## src/rtl/display_pkg.sv

```systemverilog
// display_pkg: shared segment encodings and scan-select helper for the 7-segment display monitor.
package display_pkg;

    localparam int N_SEGMENTOS = 7;

    // Active-low {g,f,e,d,c,b,a}, matching the hex->segment encoder.
    localparam logic [N_SEGMENTOS-1:0] SEG_0       = 7'b1000000;
    localparam logic [N_SEGMENTOS-1:0] SEG_1       = 7'b1111001;
    localparam logic [N_SEGMENTOS-1:0] SEG_2       = 7'b0100100;
    localparam logic [N_SEGMENTOS-1:0] SEG_3       = 7'b0110000;
    localparam logic [N_SEGMENTOS-1:0] SEG_4       = 7'b0011001;
    localparam logic [N_SEGMENTOS-1:0] SEG_5       = 7'b0010010;
    localparam logic [N_SEGMENTOS-1:0] SEG_6       = 7'b0000010;
    localparam logic [N_SEGMENTOS-1:0] SEG_7       = 7'b1111000;
    localparam logic [N_SEGMENTOS-1:0] SEG_8       = 7'b0000000;
    localparam logic [N_SEGMENTOS-1:0] SEG_9       = 7'b0011000;
    localparam logic [N_SEGMENTOS-1:0] SEG_A       = 7'b0001000;
    localparam logic [N_SEGMENTOS-1:0] SEG_B       = 7'b0000011;
    localparam logic [N_SEGMENTOS-1:0] SEG_C       = 7'b1000110;
    localparam logic [N_SEGMENTOS-1:0] SEG_D       = 7'b0100001;
    localparam logic [N_SEGMENTOS-1:0] SEG_E       = 7'b0000110;
    localparam logic [N_SEGMENTOS-1:0] SEG_F       = 7'b0001110;
    localparam logic [N_SEGMENTOS-1:0] SEG_APAGADO = 7'b1111111;

    // Takes the anode vector already inverted to active-high; true when exactly one digit is enabled.
    function automatic logic seletor_unico(input logic [31:0] ativos);
        return (ativos != '0) && ((ativos & (ativos - 32'd1)) == '0);
    endfunction

endpackage

```

## src/rtl/decodificador_segmentos.sv

```systemverilog
// decodificador_segmentos: combinational segment pattern -> hex nibble, flagging legal and blank patterns.
module decodificador_segmentos
    import display_pkg::*;
(
    input  logic [N_SEGMENTOS-1:0] seg,
    output logic [3:0]             valor,
    output logic                   legal,
    output logic                   apagado
);

    always_comb begin
        legal = 1'b1;
        valor = 4'h0;
        case (seg)
            SEG_0:   valor = 4'h0;
            SEG_1:   valor = 4'h1;
            SEG_2:   valor = 4'h2;
            SEG_3:   valor = 4'h3;
            SEG_4:   valor = 4'h4;
            SEG_5:   valor = 4'h5;
            SEG_6:   valor = 4'h6;
            SEG_7:   valor = 4'h7;
            SEG_8:   valor = 4'h8;
            SEG_9:   valor = 4'h9;
            SEG_A:   valor = 4'hA;
            SEG_B:   valor = 4'hB;
            SEG_C:   valor = 4'hC;
            SEG_D:   valor = 4'hD;
            SEG_E:   valor = 4'hE;
            SEG_F:   valor = 4'hF;
            default: legal = 1'b0;
        endcase
        apagado = (seg == SEG_APAGADO);
    end

endmodule

```

## src/rtl/decodificador_display.sv

```systemverilog
// decodificador_display: recovers the hex digit of each position on a multiplexed common-anode
// 7-segment bus, committing a position only after its (anode, segment) pair has been held stable.
module decodificador_display
    import display_pkg::*;
#(
    parameter int N_DIGITOS = 4,
    parameter int ESTAVEL   = 4
) (
    input  logic                   clk,
    input  logic                   rst,
    input  logic [N_SEGMENTOS-1:0] segmentos,
    input  logic [N_DIGITOS-1:0]   anodos,
    output logic [4*N_DIGITOS-1:0] digitos,
    output logic [N_DIGITOS-1:0]   valido,
    output logic                   novo,
    output logic                   erro
);

    localparam int             CW      = $clog2(ESTAVEL + 1);
    localparam logic [CW-1:0]  CNT_MAX = CW'(ESTAVEL);

    logic [N_SEGMENTOS-1:0] seg_q, seg_p_q;
    logic [N_DIGITOS-1:0]   an_q, an_p_q, an_ativo;
    logic [CW-1:0]          cnt_q, cnt_d;
    logic                   done_q, done_d;
    logic [4*N_DIGITOS-1:0] digitos_q, digitos_d;
    logic [N_DIGITOS-1:0]   valido_q, valido_d;
    logic                   novo_q, novo_d, erro_q, erro_d;
    logic [3:0]             valor;
    logic                   legal, apagado, sel_ok, mesmo, commit;

    decodificador_segmentos u_seg (
        .seg     (seg_q),
        .valor   (valor),
        .legal   (legal),
        .apagado (apagado)
    );

    assign an_ativo = ~an_q;
    assign sel_ok   = seletor_unico(32'(an_ativo));
    assign mesmo    = (an_q == an_p_q) && (seg_q == seg_p_q);

    // done_q only survives while the pair is unchanged, so a held pair commits exactly once.
    always_comb begin
        cnt_d     = !sel_ok ? '0 : !mesmo ? CW'(1) : (cnt_q == CNT_MAX) ? CNT_MAX : cnt_q + CW'(1);
        commit    = sel_ok && (cnt_d == CNT_MAX) && !(mesmo && done_q);
        done_d    = sel_ok && (commit || (mesmo && done_q));
        digitos_d = digitos_q;
        valido_d  = valido_q;
        for (int k = 0; k < N_DIGITOS; k++) begin
            if (commit && an_ativo[k]) begin
                digitos_d[4*k +: 4] = legal ? valor : digitos_q[4*k +: 4];
                valido_d[k]         = legal;
            end
        end
        novo_d = commit && legal;
        erro_d = commit && !legal && !apagado;
    end

    always_ff @(posedge clk or posedge rst) begin
        if (rst) begin
            seg_q     <= '1;
            an_q      <= '1;
            seg_p_q   <= '1;
            an_p_q    <= '1;
            cnt_q     <= '0;
            done_q    <= 1'b0;
            digitos_q <= '0;
            valido_q  <= '0;
            novo_q    <= 1'b0;
            erro_q    <= 1'b0;
        end else begin
            seg_q     <= segmentos;
            an_q      <= anodos;
            seg_p_q   <= seg_q;
            an_p_q    <= an_q;
            cnt_q     <= cnt_d;
            done_q    <= done_d;
            digitos_q <= digitos_d;
            valido_q  <= valido_d;
            novo_q    <= novo_d;
            erro_q    <= erro_d;
        end
    end

    assign digitos = digitos_q;
    assign valido  = valido_q;
    assign novo    = novo_q;
    assign erro    = erro_q;

endmodule

```

## config.mk

```make
export PLATFORM = sky130hd
export DESIGN_NAME = decodificador_display
export DESIGN_NICKNAME = d
export VERILOG_FILES = /design/src/rtl/display_pkg.sv /design/src/rtl/decodificador_segmentos.sv /design/src/rtl/decodificador_display.sv
export SDC_FILE = /design/constraint.sdc
export NUM_CORES = 1
export LEC_CHECK = 0
export CORE_ASPECT_RATIO = 1.4
export CORE_UTILIZATION = 48
export DETAILED_ROUTE_END_ITERATION = 8
export PLACE_DENSITY = 0.81
export SYNTH_ARGS = -nofsm -noshare
export SYNTH_HDL_FRONTEND = slang
export SYNTH_HIERARCHICAL = 1
export SYNTH_SLANG_ARGS = --single-unit
```

## constraint.sdc

```tcl
create_clock -name clk -period 2.6 [get_ports clk]
set_input_delay 0.65 -clock clk [delete_from_list [all_inputs] [get_ports clk]]
set_output_delay 0.65 -clock clk [all_outputs]
set_load 0.05 [all_outputs]
```

**Word level (Yosys, flattened, before mapping)**

Index checks and enable logic that the tools add are counted.

- Reductions and logical operators: 25
- Muxes and demuxes: 5
- Eq/ne operators: 20
- Bitwise gates (word level): 2
- Add/subtract/negate cells: 2

Operators with widths:

| operator | number |
|---|---|
| one-hot mux 4 bit (15 select lines) | 1 |
| == test 7 bit (second input constant) | 5 |
| bitwise AND 4 x 32 -> 32 bit | 1 |
| zero test 32 bit | 1 |
| == test 7 x 5 -> 1 bit (second input constant) | 3 |
| == test 7 x 6 -> 1 bit (second input constant) | 3 |
| OR reduction 16 bit | 1 |
| == test 7 x 2 -> 1 bit (second input constant) | 2 |
| == test 7 x 4 -> 1 bit (second input constant) | 2 |
| logical AND 1 bit | 13 |
| 2-to-1 mux 3 bit | 3 |
| AND reduction 2 bit | 4 |
| == test 7 x 3 -> 1 bit (second input constant) | 1 |
| == test 7 bit | 1 |
| zero test 7 bit | 1 |
| == test 3 bit (second input constant) | 2 |
| subtractor 4 x 1 -> 5 bit (second input constant) | 1 |
| == test 4 bit | 1 |
| inverter 4 bit | 1 |
| nonzero test 4 bit | 1 |
| adder 3 x 1 -> 3 bit (second input constant) | 1 |
| zero test 1 bit | 3 |
| logical OR 1 bit | 1 |
| 2-to-1 mux 1 bit | 1 |

- Flip-flop bits (word level): 48
- Input port bits: 13
- Logic and storage cells: 70

**Depth between registers and ports, before layout**

- Depth in word-level cells: 11
- Depth in mapped cells: 10
- Gate-level depth less buffers: 8

**Cells and area by module**

Netlist, hierarchy kept.

By module, submodules not included:

| module | instances | seq. area each (um^2) | cells an instance | area each (um^2) |
|---|---|---|---|---|
| decodificador_display | 1 | 1228.7 | 127 | 1826.8 |
| decodificador_segmentos | 1 | 0.0 | 57 | 357.8 |

**Least setup slack after synthesis**

No wires, ideal clock.

- Path kind: flip-flop to flip-flop
- Start: reg seg_q[2]
- End: reg digitos_q[10], in the netlist digitos[10]
- Library setup time: 125 ps
- Period minus slack after synthesis: 2716 ps
- Stages on the path, launching flop included: 10
- Arrival time: 2591 ps
- Slack: -116 ps
- Cells stage by stage: dfstp_2 buf_6 or4_1 o22a_2 a21oi_2 o21bai_1 nand4_1 inv_1 nor4_1 mux2_2

RTL lines:

| element | line | source |
|---|---|---|
| from (decl) | decodificador_display.sv:22 | `logic [N_SEGMENTOS-1:0] seg_q, seg_p_q;` |
| from (signal assigned) | decodificador_display.sv:73 | `seg_q <= segmentos;` |
| == test 7 bit (tied with other cells) | decodificador_segmentos.sv:14 | `case (seg)` |
| OR reduction 16 bit (no source line) (*) | - |  |
| 2-to-1 mux 1 bit (*) | decodificador_segmentos.sv:14 |  |
| via legal | decodificador_display.sv:30 | `logic legal, apagado, sel_ok, mesmo, commit;` |
| AND reduction 2 bit (no source line) (*) | - |  |
| to (signal assigned) | decodificador_display.sv:79 | `digitos_q <= digitos_d;` |
| to (decl) | decodificador_display.sv:26 | `logic [4*N_DIGITOS-1:0] digitos_q, digitos_d;` |

Mark *: on every way through the listed nets, which the timed path passes. The rest lies on a longest branch.
A chain may end at the register's enable or synchronous reset.

**Worst setup path after layout**

- Start: reg cnt_q[0]
- End: reg digitos_q[3], in the netlist digitos[3]

- Cells in the longest elaborated chain, start to end: 9

RTL lines:

| element | line | source |
|---|---|---|
| from (decl) | decodificador_display.sv:24 | `logic [CW-1:0] cnt_q, cnt_d;` |
| from (signal assigned) | decodificador_display.sv:77 | `cnt_q <= cnt_d;` |
| adder 3 x 1 -> 3 bit or == test 3 bit (tied branches) | decodificador_display.sv:45 | `cnt_d = !sel_ok ? '0 : !mesmo ? CW'(1) : (cnt_q == CNT_MAX) ? CNT_MAX : cnt_q + CW'(1);` |
| 2-to-1 mux 3 bit (*) (3 in a row) | decodificador_display.sv:45 |  |
| == test 3 bit (*) | decodificador_display.sv:46 | `commit = sel_ok && (cnt_d == CNT_MAX) && !(mesmo && done_q);` |
| logical AND 1 bit (*) (2 in a row) | decodificador_display.sv:46 |  |
| logical AND 1 bit (*) | decodificador_display.sv:51 | `if (commit && an_ativo[k]) begin` |
| AND reduction 2 bit (no source line) (*) | - |  |

Mark *: on every way between the ends. The rest lies on a longest branch, timed or not.

==> results by group <==
Critical path
  • CP Data Required Time: 2.79 ns
  • Crit start category: flip-flop
  • Worst-path fanout max: 4
  • Arr. time, crit path: about 2.8 ns
  • Crit end category: flip-flop
  • Worst Path Class, Setup: reg2reg

Place
  • Dpl cell area: approximately 2700 µm²
  • DP Worst Slack: -0.0594 ns
  • HPWL Detailed: between 3 and 4 mm
  • Port Buffer Count: 34
  • GPL Wtd Cong: around 0.9

Layout
  • Area delta synth->final: 30.0%
  • Fraction of layout cells with a size suffix above 1: a little over a third
  • Final nets: between 200 and 250
  • Design area: around 2800 µm²
  • N_diodes: 0

Clock network
  • Max H-tree Level: 2
  • Inserted Clock Buffers: 5
  • Clock buffer depth: 2
  • CTS tree: done
  • Clk slew on worst S/H paths: roughly 0.09 ns
  • Skew-Pair Late Insertion Delay: 0.30 ns
  • Sink Count: 48
  • Root buffer cell: clkbuf_8

STA
  • RSZ-0062 raised after global routing: true
  • Slew Viols, Final: 0
  • Final hold viol count: 0
  • Worst Skew: 0.00725 ns
  • Setup violators final: 0
  • Period utilization: 98.9%
  • Setup WS post-layout: ~0.028 ns
  • Worst Max-Slew Pin Slew: 0.954 ns
  • Fmax: about 0.39 GHz
  • Clock period minus worst slack: around 2.6 ns
  • Slew margin rel.: ~36%

Power and ir drop
  • Total Power: 1.38 mW
  • Power share of the combinational group: under 10%
  • Sw Share: 25.2%
  • Pleak: ~1.2 nW
  • Pint: 1.04 mW
  • Power Density: roughly 500 nW/µm²
  • VDD IR max: 458 µV
  • Sequential share of power: 58.0%
  • Net Switching: between 0.3 and 0.4 mW
  • Clock power frac: approximately a third

Synth
  • Register area share after synthesis: 56.2%
  • Syn Std Cell Area: roughly 2200 µm²
  • Most used DFF post-synth: dfrtp_1
  • Post-synth EDFFs: 0
  • Synth Warn #: 6
  • Syn nets: ~200
  • Cell taking the most area after synthesis: dfrtp_1
  • Top-count cell post-synth: dfrtp_1
  • Synth area leaders: dfrtp_1 30%, dfstp_2 26%, mux2_2 10%
  • Asr flop ratio synth: 100%
  • Post-Syn Instances: 184
  • Post-synthesis register bit count: 48
  • Top cells by count, synth: 26 x dfrtp_1, 22 x dfstp_2, 20 x mux2_2
  • Unique cell type count in the Yosys netlist: 42
  • Mean post-synth cell area: roughly 12 µm²
  • Yosys top cell area share: 29.8%

Routing
  • # DRC: 0
  • Routed vias/inst: 5.42
  • Total number of vias: approximately 1600
  • Total routed wirelength: between 4 and 5 mm
  • WL met3: 200 µm
  • WL met1: about 1.9 mm
  • Top routing layer in use: met4
  • Initial DRC count: 70
  • Wire length per cell: 15.0 µm
  • Drt pass-1 iters: 4
  • Antenna Nets Post-Route: 0
  • Met2 wire length: about 2.3 mm

Die
  • Core Rows: 28
  • Die footprint: around 4800 µm²
  • Die width: 59.0 µm
  • Core area: 4310 µm²
  • Initial Util: 50.7%
  • Die H: just over 80 µm
  • # IOs: 35

Global routing
  • Total congestion overflow: 0
  • Initial antenna violation count: 0
  • Number of global-route vias before repair: roughly 1500
  • Pin count of the biggest net entering global routing: 22
  • Global Route Usage Sum: 20.2%
  • First-pass GRT wire length: slightly above 7 mm

Run
  • Max-cap viol count: 0

Run status
  • Status: completed

Worst hold path
  • Min-delay worst type: reg2reg
stage by stage:
step | hold WS, ns | TNS, ns | cells | utilization [%]
4_1_cts | 0.422 | -0.168 | 294 | 64.8
6_report | 0.420 | 0 | 295 | 65.9
5_1_grt | 0.436 | -0.278 | 295 | 65.9
3_5_place_dp | 0.403 | -0.348 | 286 | 62.0
2_1_floorplan | 0.353 | -1.04 | 184 | -
3_3_place_gp | 0.402 | -0.0161 | 286 | 62.0
layer usage:
layer	track usage (%)	vias to the layer above
met4	7.38	0
met3	4.57	11
li1	-	757
met1	25.0	776
met5	0	-
met2	34.2	54
state kept, by name, summed over array words and instances, names as in the netlist:
name / flops
erro: 1
digitos: 16
novo: 1
cnt_q: 3
an_q: 4
valido: 4
seg_p_q: 7
an_p_q: 4
done_q: 1
seg_q: 7
cells in the final DEF (no fill, tap or decap), types with 2 or more instances in the layout:
cell             synthesis  layout
inv_1                    7       4
buf_4                    1      18
nor2_1                  10      10
dfrtp_1                 26      26
nor4_4                   0       2
clkdlybuf4s50_1          0      34
nand3_1                  4       4
mux2_2                  20      20
a21oi_1                  8       8
xor2_1                   2       2
nand2_1                 12      12
or4_4                    1       2
dfstp_2                 22      22
a32oi_1                  2       2
o21ai_1                  2       2
nor3_1                   8       7
o31a_1                   2       2
nor3b_1                  6       5
nand4_1                  3       3
inv_2                    0       3
or3_1                    2       2
xnor2_1                 13      13
o21ai_0                  2       2
clkbuf_8                 0       5
repair_timing:
action                     4_1_cts  5_1_grt
gates resized for setup          4        8
setup buffers                    0        1
setup endpoints to repair       17       17
hold buffers                     0        0
pin swaps                        1        1
critical path, stage by stage, from the launching register on:
cell      delay, ns
dfrtp_1        0.40
inv_2          0.08
ha_4           0.20
or4_4          0.51
a2111o_1       0.40
or4_4          0.57
mux2_2         0.29
final timing paths:
path | to | start | cells past startpoint | slack, ns
min in group asynchronous | digitos[8] | rst | 2 | 0.66
worst min-delay path | an_p_q[0] | an_q[0] | 0 | 0.42
worst min register to register | an_p_q[0] | an_q[0] | 0 | 0.42
worst max-delay path | digitos[3] | cnt_q[0] | 6 | 0.03
worst max register to register | digitos[3] | cnt_q[0] | 6 | 0.03
max in group asynchronous | seg_p_q[6] | rst | 3 | 1.31
cell type report:
type,count,area (µm²)
clock buffer,5,68.8
clock inverter,3,22.5
fill,331,1470
inverter,7,26.3
multi-input combinational,120,942
sequential,48,1230
tap,60,75.1
timing repair buffer,52,475
cell families after synthesis:
group	Yosys count	synth area share (%)
adders and majority gates	2	1.15
and+or+nand+nor	57	14.1
xor gates and xnor gates	15	6.01
DFF	48	56.2
AOI/OAI and AO/OA	26	8.42
buffers and inverters	16	3.72
muxes	20	10.3
power groups by stage:
stage	sequential, mW	combinational [mW]	clock [mW]
final	0.803	0.134	0.448
after global routing	0.807	0.148	0.485
after CTS	0.802	0.127	0.457
after detailed placement	0.815	0.124	0
after global placement	0.813	0.123	0
after floorplan	0.806	0.0840	0
Power figures use the tool's default switching activity.
